--- config.mk ---
export PLATFORM = sky130hd
export DESIGN_NAME = mem_arbiter
export DESIGN_NICKNAME = d
export VERILOG_FILES = /design/src/rtl/mem_arbiter_pkg.sv /design/src/rtl/mem_arbiter_lat_counter.sv /design/src/rtl/mem_arbiter.sv
export SDC_FILE = /design/constraint.sdc
export NUM_CORES = 1
export LEC_CHECK = 0
export CORE_MARGIN = 5
export CORE_UTILIZATION = 25
export CTS_BUF_LIST = sky130_fd_sc_hd__clkbuf_8 sky130_fd_sc_hd__clkbuf_16
export DETAILED_ROUTE_END_ITERATION = 10
export PLACE_DENSITY = 0.66
export SLEW_MARGIN = 10
export SYNTH_ARGS = -nofsm -noshare
export SYNTH_HDL_FRONTEND = slang
export SYNTH_SLANG_ARGS = --single-unit
--- constraint.sdc ---
create_clock -name clk -period 2.5 [get_ports clk]
set_input_delay 0.25 -clock clk [delete_from_list [all_inputs] [get_ports clk]]
set_output_delay 0.25 -clock clk [all_outputs]
set_load 0.05 [all_outputs]
--- src/rtl/mem_arbiter_pkg.sv ---
// Shared definitions for the memory arbiter.
// Contents:
//   arb_state_e      - arbiter FSM state encoding
//   MEM_LAT_DEFAULT  - default memory latency in cycles
//   CNT_W            - latency counter width
//   lat_load_val()   - counter load value for a given latency
package mem_arbiter_pkg;

  typedef enum logic [1:0] {
    ST_IDLE   = 2'd0,
    ST_D_BUSY = 2'd1,
    ST_I_BUSY = 2'd2,
    ST_HALTED = 2'd3
  } arb_state_e;

  localparam int unsigned MEM_LAT_DEFAULT = 4;
  localparam int unsigned CNT_W           = 4;

  // The issue cycle is one of the MEM_LAT cycles, so the counter starts one short.
  function automatic logic [CNT_W-1:0] lat_load_val(input int unsigned lat);
    return CNT_W'(lat - 1);
  endfunction

endpackage

--- src/rtl/mem_arbiter_lat_counter.sv ---
// Latency down-counter for the memory arbiter.
// Ports:
//   clk        - clock, rising edge
//   rst        - synchronous active-high reset (count -> 0)
//   i_load     - load i_load_val this cycle (takes priority over decrement)
//   i_load_val - value to load
//   i_dec      - decrement request; holds at zero rather than wrapping
//   o_zero     - count is zero
module mem_arbiter_lat_counter
  import mem_arbiter_pkg::*;
(
  input  logic             clk,
  input  logic             rst,
  input  logic             i_load,
  input  logic [CNT_W-1:0] i_load_val,
  input  logic             i_dec,
  output logic             o_zero
);

  logic [CNT_W-1:0] r_cnt;

  always_ff @(posedge clk) begin
    if (rst) begin
      r_cnt <= '0;
    end else if (i_load) begin
      r_cnt <= i_load_val;
    end else if (i_dec && (r_cnt != '0)) begin
      r_cnt <= r_cnt - CNT_W'(1);
    end
  end

  assign o_zero = (r_cnt == '0);

endmodule

--- src/rtl/mem_arbiter.sv ---
// Arbiter sharing one fixed-latency memory between instruction fetch and the data path.
// Data requests beat fetch; each access is issued with a one-cycle mem_en strobe and
// completes MEM_LAT cycles later with a registered done pulse. HALT lets the access in
// flight finish, then freezes all traffic until reset.
// Ports:
//   clk, rst                   - clock, synchronous active-high reset
//   i_req, i_addr              - fetch request / address
//   d_rd, d_wr, d_addr, d_wdata - data read / write (write wins) / address / store data
//   halt                       - HALT decoded
//   mem_rdata                  - memory read data, valid MEM_LAT cycles after issue
//   mem_en, mem_wr, mem_addr, mem_wdata - memory issue strobe and qualifiers
//   rdata, i_done, d_done      - completion data and one-cycle done pulses
//   i_stall, d_stall           - requester stalls
//   d_err                      - misaligned data access (no memory access)
//   halted                     - sticky halt indication
module mem_arbiter
  import mem_arbiter_pkg::*;
#(
  parameter int unsigned DW      = 16,
  parameter int unsigned AW      = 16,
  parameter int unsigned MEM_LAT = MEM_LAT_DEFAULT
) (
  input  logic          clk,
  input  logic          rst,
  input  logic          i_req,
  input  logic [AW-1:0] i_addr,
  input  logic          d_rd,
  input  logic          d_wr,
  input  logic [AW-1:0] d_addr,
  input  logic [DW-1:0] d_wdata,
  input  logic          halt,
  input  logic [DW-1:0] mem_rdata,
  output logic          mem_en,
  output logic          mem_wr,
  output logic [AW-1:0] mem_addr,
  output logic [DW-1:0] mem_wdata,
  output logic [DW-1:0] rdata,
  output logic          i_done,
  output logic          d_done,
  output logic          i_stall,
  output logic          d_stall,
  output logic          d_err,
  output logic          halted
);

  arb_state_e    r_state, w_state_d;
  logic          r_halt_pend, w_halt_pend_d;
  logic          r_i_done, r_d_done;
  logic [DW-1:0] r_rdata;

  logic w_d_req;
  logic w_gap;
  logic w_load, w_dec, w_cnt_zero;
  logic w_fin_i, w_fin_d;

  assign w_d_req = d_rd | d_wr;
  // The cycle carrying a done pulse is the mandatory idle cycle between accesses.
  assign w_gap   = r_i_done | r_d_done;

  mem_arbiter_lat_counter u_lat_counter (
    .clk        (clk),
    .rst        (rst),
    .i_load     (w_load),
    .i_load_val (lat_load_val(MEM_LAT)),
    .i_dec      (w_dec),
    .o_zero     (w_cnt_zero)
  );

  always_comb begin
    w_state_d     = r_state;
    w_halt_pend_d = r_halt_pend;
    mem_en        = 1'b0;
    mem_wr        = 1'b0;
    mem_addr      = '0;
    mem_wdata     = '0;
    d_err         = 1'b0;
    w_load        = 1'b0;
    w_dec         = 1'b0;
    w_fin_i       = 1'b0;
    w_fin_d       = 1'b0;

    unique case (r_state)
      ST_IDLE: begin
        if (halt || r_halt_pend) begin
          w_state_d = ST_HALTED;
        end else if (!w_gap) begin
          if (w_d_req && d_addr[0]) begin
            d_err = 1'b1;
          end else if (w_d_req) begin
            // Addr/wdata are only needed on the issue cycle, so live inputs are used directly.
            mem_en    = 1'b1;
            mem_wr    = d_wr;
            mem_addr  = d_addr;
            mem_wdata = d_wr ? d_wdata : '0;
            w_load    = 1'b1;
            w_state_d = ST_D_BUSY;
          end else if (i_req) begin
            mem_en    = 1'b1;
            mem_addr  = i_addr;
            w_load    = 1'b1;
            w_state_d = ST_I_BUSY;
          end
        end
      end

      ST_D_BUSY, ST_I_BUSY: begin
        // Remember a HALT seen mid-access; it takes effect once back in IDLE.
        w_halt_pend_d = r_halt_pend | halt;
        w_dec         = 1'b1;
        if (w_cnt_zero) begin
          w_fin_d   = (r_state == ST_D_BUSY);
          w_fin_i   = (r_state == ST_I_BUSY);
          w_state_d = ST_IDLE;
        end
      end

      ST_HALTED: w_state_d = ST_HALTED;

      default: w_state_d = ST_IDLE;
    endcase
  end

  always_ff @(posedge clk) begin
    if (rst) begin
      r_state     <= ST_IDLE;
      r_halt_pend <= 1'b0;
      r_i_done    <= 1'b0;
      r_d_done    <= 1'b0;
      r_rdata     <= '0;
    end else begin
      r_state     <= w_state_d;
      r_halt_pend <= w_halt_pend_d;
      r_i_done    <= w_fin_i;
      r_d_done    <= w_fin_d;
      if (w_fin_i || w_fin_d) begin
        r_rdata <= mem_rdata;
      end
    end
  end

  assign rdata   = r_rdata;
  assign i_done  = r_i_done;
  assign d_done  = r_d_done;
  assign halted  = (r_state == ST_HALTED);
  assign i_stall = i_req & ~r_i_done & ~halted;
  assign d_stall = w_d_req & ~r_d_done & ~d_err & ~halted;

endmodule

[Word-level counts from Yosys, hierarchy flattened]
Index checks and enable logic that the tools add are counted.
Storage, ports and cells
  input port bits: 70
  logic and storage cells: 79
  memories: 0
  memory bits (writable): 0
  register bits: 25
  bits in latches: 0
  output and inout port bits: 56
  bits in read-only memories: 0
Operators by class
  multipliers: 0
  equality and inequality tests: 7
  order comparisons: 0
  reductions and logical operators: 11
  divide/modulo/power cells: 0
  mux-type cells: 41
  add/sub/neg operators: 1
  bitwise gates (word level): 12
  shifts and indexed selects: 0
Operator list (number)
  16-bit two-way mux: 12
  1-bit two-way mux: 20
  2-bit two-way mux: 8
  3-bit inequality test, second input constant: 2
  2-bit one-hot mux with 3 select lines: 1
  1-bit AND: 5
  2-bit == test, second input constant: 2
  4-bit logical NOT: 1
  4-bit inequality test, second input constant: 1
  1-bit NOT: 4
  4-bit AND reduction: 1
  4-bit nonzero test: 1
  2-bit OR reduction: 2
  4-bit by 1-bit subtractor with 4-bit output, second input constant: 1
  1-bit OR: 3
  2-bit by 1-bit == test with 1-bit output, second input constant: 1
  1-bit logical AND: 2
  2-bit logical NOT: 1
  1-bit logical OR: 2
  2-bit by 1-bit inequality test with 1-bit output, second input constant: 1
  2-bit nonzero test: 1

[Longest topological paths before layout]
Gate-level depths: netlist of run 1.
  word-level depth: 9
  mapped depth: 9
  mapped depth without buffers: 6

[Hierarchy]
A second synthesis of run 1 with hierarchy kept.
Second synthesis, totals
  cell total of the unflattened synthesis: 194
  area, all modules: 1645.3 um2
Modules (own cells, without submodules)
  mem_arbiter: area each 1382.6 um2, cells each 165, seq. area each 420.4 um2, times used 1
  mem_arbiter_lat_counter: area each 262.8 um2, cells each 29, seq. area each 80.1 um2, times used 1

[Worst setup path before layout of run 1]
No wires, ideal clock.
  path type: register to output
  start point: register r_i_done, in the netlist i_done
  end point: output d_stall
  arrival time: 3.584 ns
  required time: 2.250 ns
  cell stages (with the launch flop): 5
  path buffers: 0
  path slack: -1.334 ns
  cells stage by stage: dfxtp_1 > nor2_1 > nand3_1 > inv_1 > a2111oi_0
Between the ends
  cells in the longest elaborated chain, start to end: 7
RTL lines
  start: declaration: line mem_arbiter.sv:48  | logic r_i_done, r_d_done;
  start signal: assignment: line mem_arbiter.sv:133  | r_i_done <= w_fin_i;
  1-bit OR: line mem_arbiter.sv:58  | assign w_gap = r_i_done | r_d_done;
  1-bit two-way mux: line mem_arbiter.sv:86  | end else if (!w_gap) begin
  1-bit two-way mux: line mem_arbiter.sv:84  | if (halt || r_halt_pend) begin
  1-bit two-way mux: line mem_arbiter.sv:82  | unique case (r_state)
  1-bit NOT: line mem_arbiter.sv:146  | assign d_stall = w_d_req & ~r_d_done & ~d_err & ~halted;
  1-bit AND (2 in series): line mem_arbiter.sv:146
  end: declaration: line mem_arbiter.sv:41  | output logic d_stall,
Every way passes these cells.

[Worst setup path in the final report of run 1]
  start point: input halt
  end point: output mem_wdata[10]
Between the ends
  cells in the longest elaborated chain, start to end: 3
RTL lines
  start: declaration: line mem_arbiter.sv:31  | input logic halt,
  1-bit logical OR: line mem_arbiter.sv:84
  16-bit two-way mux: line mem_arbiter.sv:84
  16-bit two-way mux: line mem_arbiter.sv:82
  end: declaration: line mem_arbiter.sv:36  | output logic [DW-1:0] mem_wdata,
Every way passes these cells.

==> impl_metrics.toml, run 1 <==
[placement]
gp_congestion = 0.765
dp_hpwl_um = 4890
portBuffers = 125

[synthesis]
synth-compound-area-share = 0.179
syn_inst = 208
synth.distinct_cells = 30
synth_seq_cells = 25
yosysSeqAreaShare = 0.323
synth.avg_cell_area_um2 = 7.44
syn_area_um2 = 1550
syn_nets = 284
synthXorXnorAreaFrac = 0.0170
synth_top_family_by_area = "simple AND/OR/NAND/NOR gates"
yosys.area_share.simple = 0.363
ys_warn_count = 0
synth_fa_ha_area_frac = 0.0485
synth_mux_area_frac = 0

[die]
rows = 28
start_util = 0.260
die_area_um2 = 7860
core_um2 = 5960
num_io_pins = 126
die_h_um = 88.7
fp.dieW_um = 88.7

[cts]
cts_sinks = 25
tritoncts = "done"
clkTransAtPathRegs_ns = 0.08
clock_path_buffers = 2
cts_made_buffers = 3
cts_setup_buffers = 0
post_cts_resized = 0
clkLatencyLatePin_ns = 0.26
hold_buffers = 0
htreeDepth = 1
root_buffer = "clkbuf_8"

[job]
drv_cap = 0

[layout]
nNetsFinal = 404
fillers = 575
diodes = 0
drive_gt1_frac = 0.165
multi_input_area_um2 = 961
syn_to_final_growth_pct = 113
seq_area_um2 = 500

[timing]
setup_viol = 0
max_slew_margin = 0.563
skew_ns = 0.00158
tightest_slew_ns = 0.655
finalCritPeriodShare = 0.897
hold_viol_final = 0
hold_ws_ns = 0.456
rsz0062_at_grt = "false"
slew_violations = 0
fmax_ghz = 0.446
period_needed_ns = 2.24
setup_tns_ns = 0

[pwr]
p_leak_uw = 0.00122
power_frac_clock = 0.099
netSwitchingFraction = 0.463
intPower_uw = 1260
p_comb_frac = 0.665
powerDensity_nw_per_um2 = 711
vdd_drop_max_mv = 0.355
seqPwrFrac = 0.236
power_switching_uw = 1080

[worst_hold_path]
hold_end = "rdata[15]$_SDFFE_PP0P_"
worstHoldPathType = "reg -> reg"
worstHoldStart = "rdata[15]$_SDFFE_PP0P_"
hold_path_depth = 2

[setup_path]
rr_startpoint = "u_lat_counter.r_cnt[0]$_SDFFE_PP0P_"
reg2reg_slack_ns = 0.44
crit_path_max_incr_delay_ns = 0.42
worstPathArrival_ns = 1.99
reg2reg_to = "rdata[6]$_SDFFE_PP0P_"
cp_top_family = "simple AND/OR/NAND/NOR gates"
path_cells = "clkdlybuf4s50_1 -> nor2_1 -> nand3_1 -> nor3b_2 -> buf_4 -> and2_1 -> buf_12"
critPathRequiredTime_ns = 2.25
cp-end-kind = "output port"
reg2reg_depth = 6
crit_slowest_cell = "clkdlybuf4s50_1"
critPathBufInv = 3
crit_fanout = 17
setup.worst_path.start_class = "input pin"
path_class = "in -> out"

[status]
status = "finished, final reports clean"

[global_route]
antenna_found_initial = 0
grt_pass1_wl_um = 9250
grt_max_degree = 34
grt-ovfl-total = 0
grt_use_total = 0.150
grt_pass1_vias = 1808

[drt]
ant_nets = 0
dr_total_vias = 1867
wl_um = 5890
drc = 0
routed_via_density = 4.64
first_iter_violations = 64
avgRoutedWirePerCell_um = 14.6
first_pass_iters = 4
## worst max path at each step
stage | from | endpoint | slack [ns] | cells past startpoint
floorplan | d_done$_SDFF_PP0_ | mem_wdata[10] | 0.16 | 5
global route | halt | mem_wdata[8] | 0.07 | 7
global placement | halt | mem_wdata[5] | 0.30 | 7
finish | halt | mem_wdata[10] | 0.26 | 7
detailed placement | halt | mem_wdata[10] | 0.25 | 7
CTS | halt | mem_wdata[10] | 0.25 | 7
## cells in the final DEF, fill, tap and decap left out, types with 2 or more instances in the layout
cell type,synthesis,routed
a21oi_1,18,18
a31oi_1,18,18
and2_1,18,18
buf_12,0,37
buf_4,0,6
clkbuf_8,0,3
clkdlybuf4s50_1,0,88
dfxtp_1,25,25
ha_1,6,6
inv_1,6,7
nand2_1,34,34
nand3_1,4,4
nor2_1,21,20
nor3_1,3,3
nor3b_1,17,17
o211ai_1,2,2
o21ai_0,2,2
o31ai_1,2,2
or2_2,3,3
or3b_1,2,2
xor2_1,2,2
## layout make-up
| cell class | instances | share of cell area |
|---|---|---|
| clock inverters | 1 | 0.00114 |
| multi-input cells | 161 | 0.292 |
| repair buffers | 131 | 0.507 |
| well taps | 75 | 0.0285 |
| clock buffers | 3 | 0.0126 |
| flip-flops and latches | 25 | 0.152 |
| inverters | 6 | 0.00685 |
## layer usage
layer | track usage | vias to the layer above | share of wire
met1 | 0.176 | 837 | 0.38
li1 | - | 948 | -
met5 | 0 | - | 0
met2 | 0.266 | 68 | 0.52
met4 | 0.0508 | 0 | 0.029
met3 | 0.0345 | 14 | 0.072
## flip-flops by register name (all words and copies together), names as in the netlist
name	cells
r_state	2
r_halt_pend	1
u_lat_counter.r_cnt	4
d_done	1
i_done	1
rdata	16
## logic make-up (layout without fill, tap and decap cells)
| kind of cell | after synthesis | in the layout |
|---|---|---|
| AOI/OAI and AO/OA | 46 | 46 |
| adders and majority gates | 6 | 6 |
| DFF | 25 | 25 |
| xor gates and xnor gates | 3 | 3 |
| and+or+nand+nor | 106 | 106 |
| buffers and inverters | 22 | 141 |
## through the flow
step / power [uW] / cells / utilization / instance area [um^2] / setup WS (ns)
6_report: 2340 / 402 / 0.552 / 3290 / 0.258
5_1_grt: 2510 / 402 / 0.552 / 3290 / 0.0679
4_1_cts: 2380 / 402 / 0.552 / 3290 / 0.251
3_5_place_dp: 2140 / 398 / 0.545 / 3240 / 0.252
3_3_place_gp: 2110 / 398 / 0.545 / 3240 / 0.300
2_1_floorplan: 1560 / 208 / - / 1570 / 0.164
## worst min-delay path: stages, from the launching register on
cell and delay [ns]:
dfxtp_1 0.31, nand2_1 0.05, a21oi_1 0.05
## Yosys cell counts
master / number / area [um^2]
o21ai_0: 2 / 10.0
nand2_2: 1 / 6.26
and3_1: 1 / 6.26
and2_1: 18 / 113
nor3b_2: 1 / 12.5
o211a_1: 1 / 10.0
nor3b_4: 1 / 18.8
or2_2: 3 / 18.8
ha_1: 6 / 75.1
buf_6: 3 / 33.8
a21oi_1: 18 / 90.1
a2111oi_0: 1 / 8.76
xnor2_1: 1 / 8.76
or3b_1: 2 / 17.5
o31ai_1: 2 / 15.0
inv_1: 6 / 22.5
nor2_1: 21 / 78.8
buf_1: 1 / 3.75
nand2_1: 34 / 128
clkbuf_1: 10 / 37.5
buf_2: 2 / 10.0
nand3_1: 4 / 20.0
o21a_1: 1 / 7.51
dfxtp_1: 25 / 500
nor3_1: 3 / 15.0
o211ai_1: 2 / 15.0
a31oi_1: 18 / 113
o21bai_1: 1 / 7.51
xor2_1: 2 / 17.5
nor3b_1: 17 / 128
## power by group through the flow
stage	Sequential, uW	Clock (uW)	Combinational (uW)
3_3_place_gp	559	0	1550
4_1_cts	554	243	1580
3_5_place_dp	563	0	1580
2_1_floorplan	743	0	817
5_1_grt	568	261	1680
6_report	552	231	1560
No activity file was read; power rests on OpenSTA's default activity.
==> run 2: changes to the inputs <==
- CORE_UTILIZATION: 25 -> 33
- MAX_ROUTING_LAYER: not set -> met4
- PLACE_DENSITY: 0.66 -> 0.83
==> impl_metrics.toml, run 2 (same netlist as run 1, synthesis figures left out) <==
[status]
status = "finished, final reports clean"

[global_route]
grt_max_degree = 31
grt_use_total = 0.190
antenna_found_initial = 0
grt_pass1_wl_um = 9170
grt-ovfl-total = 0
grt_pass1_vias = 1789

[layout]
diodes = 0
postLayoutCellArea_um2 = 3280
fillers = 352
largest_reg_flops = 16
layout_common_cells = "clkdlybuf4s50_1 (88), buf_12 (37), nand2_1 (34)"
nNetsFinal = 406
drive_gt1_frac = 0.173
seq_area_um2 = 500
multi_input_area_um2 = 961
syn_to_final_growth_pct = 112
final_common_cell = "clkdlybuf4s50_1"

[cts]
clkLatencyLatePin_ns = 0.27
cts_setup_buffers = 0
root_buffer = "clkbuf_8"
cts_made_buffers = 3
tritoncts = "done"
post_cts_resized = 0
htreeDepth = 1
hold_buffers = 0
clkTransAtPathRegs_ns = 0.09
clock_path_buffers = 2
cts_sinks = 25

[placement]
dp_hpwl_um = 4770
place_area_um2 = 3230
gp_congestion = 0.849
portBuffers = 125

[timing]
slew_violations = 0
max_slew_margin = 0.575
hold_ws_ns = 0.459
rsz0062_at_grt = "false"
setup_tns_ns = 0
hold_viol_final = 0
skew_ns = 0.00258
fmax_ghz = 0.449
tightest_slew_ns = 0.637
finalCritPeriodShare = 0.890
setup_viol = 0
period_needed_ns = 2.23

[drt]
wl_um = 5710
ant_nets = 0
first_iter_violations = 90
drc = 0
dr_total_vias = 1883
first_pass_iters = 4
routed_via_density = 4.92
avgRoutedWirePerCell_um = 14.9

[die]
num_io_pins = 126
fp.dieW_um = 78.5
start_util = 0.334
rows = 25
die_h_um = 78.5
die_area_um2 = 6160
core_um2 = 4630

[setup_path]
reg2reg_slack_ns = 0.45
cp-endpoint = "d_stall"
critPathLaunch = "r_state[1]$_SDFFE_PP0P_"
reg2reg_to = "rdata[9]$_SDFFE_PP0P_"
critPathRequiredTime_ns = 2.25
worstPathArrival_ns = 1.98
setup.worst_path.start_class = "register"
cp-end-kind = "output port"
path_class = "reg -> out"
rr_startpoint = "u_lat_counter.r_cnt[0]$_SDFFE_PP0P_"
reg2reg_depth = 6
crit_fanout = 9

[pwr]
p_leak_uw = 0.00123
powerDensity_nw_per_um2 = 721
netSwitchingFraction = 0.462
power_frac_clock = 0.101
seqPwrFrac = 0.235
intPower_uw = 1270
power_uw = 2360
vdd_drop_max_mv = 0.471
p_comb_frac = 0.664
power_switching_uw = 1090

[job]
drv_cap = 0

[worst_hold_path]
worstHoldPathType = "reg -> reg"
[run 2: cell types whose count changed in the layout (fill, tap and decap cells not counted)]
cell,change
inv_1,-1
buf_4,+2
clkinv_2,+1
[run 2: stage by stage]
| stage | util | worst slack [ns] | std cells |
|---|---|---|---|
| 2_1_floorplan | - | 0.164 | 208 |
| 3_3_place_gp | 0.698 | 0.421 | 379 |
| 3_5_place_dp | 0.698 | 0.381 | 379 |
| 4_1_cts | 0.708 | 0.262 | 383 |
| 5_1_grt | 0.708 | 0.153 | 383 |
| 6_report | 0.708 | 0.274 | 383 |
[run 2: critical path, cell delays in order, from the launching register on]
cell       delay, ns
dfxtp_1         0.37
inv_1           0.10
ha_1            0.21
nand3_1         0.15
buf_4           0.20
inv_1           0.09
a2111oi_4       0.41
buf_12          0.18
[run 2: layout make-up]
type,instances,share of cell area
clock buffer,3,0.0126
clock inverter,1,0.00153
inverter,6,0.00687
multi-input combinational,161,0.293
sequential,25,0.153
tap,54,0.0206
timing repair buffer,133,0.513
[run 2: power by group through the flow]
stage	Sequential, uW	Combinational, uW	Clock [uW]
after floorplan	743	817	0
after global placement	559	1540	0
after detailed placement	565	1580	0
after CTS	557	1580	243
after global routing	571	1690	267
final	557	1570	239
[run 2: routing by layer]
metal  track usage  vias up  share of wire
met2         0.347       72           0.52
met4        0.0350        0          0.017
met1         0.221      856           0.41
met5             -        -              0
met3        0.0298        8          0.047
li1              -      947              -
[run 2: how the worst min path moves through the flow]
stage	from	endpoint	slack [ns]	cells after the start
after detailed placement	rdata[10]$_SDFFE_PP0P_	rdata[10]$_SDFFE_PP0P_	0.45	2
after global placement	rdata[14]$_SDFFE_PP0P_	rdata[14]$_SDFFE_PP0P_	0.44	2
after CTS	rdata[10]$_SDFFE_PP0P_	rdata[10]$_SDFFE_PP0P_	0.46	2
final	rdata[10]$_SDFFE_PP0P_	rdata[10]$_SDFFE_PP0P_	0.46	2
after global routing	rdata[13]$_SDFFE_PP0P_	rdata[13]$_SDFFE_PP0P_	0.48	2
after floorplan	mem_rdata[4]	rdata[4]$_SDFFE_PP0P_	0.39	2
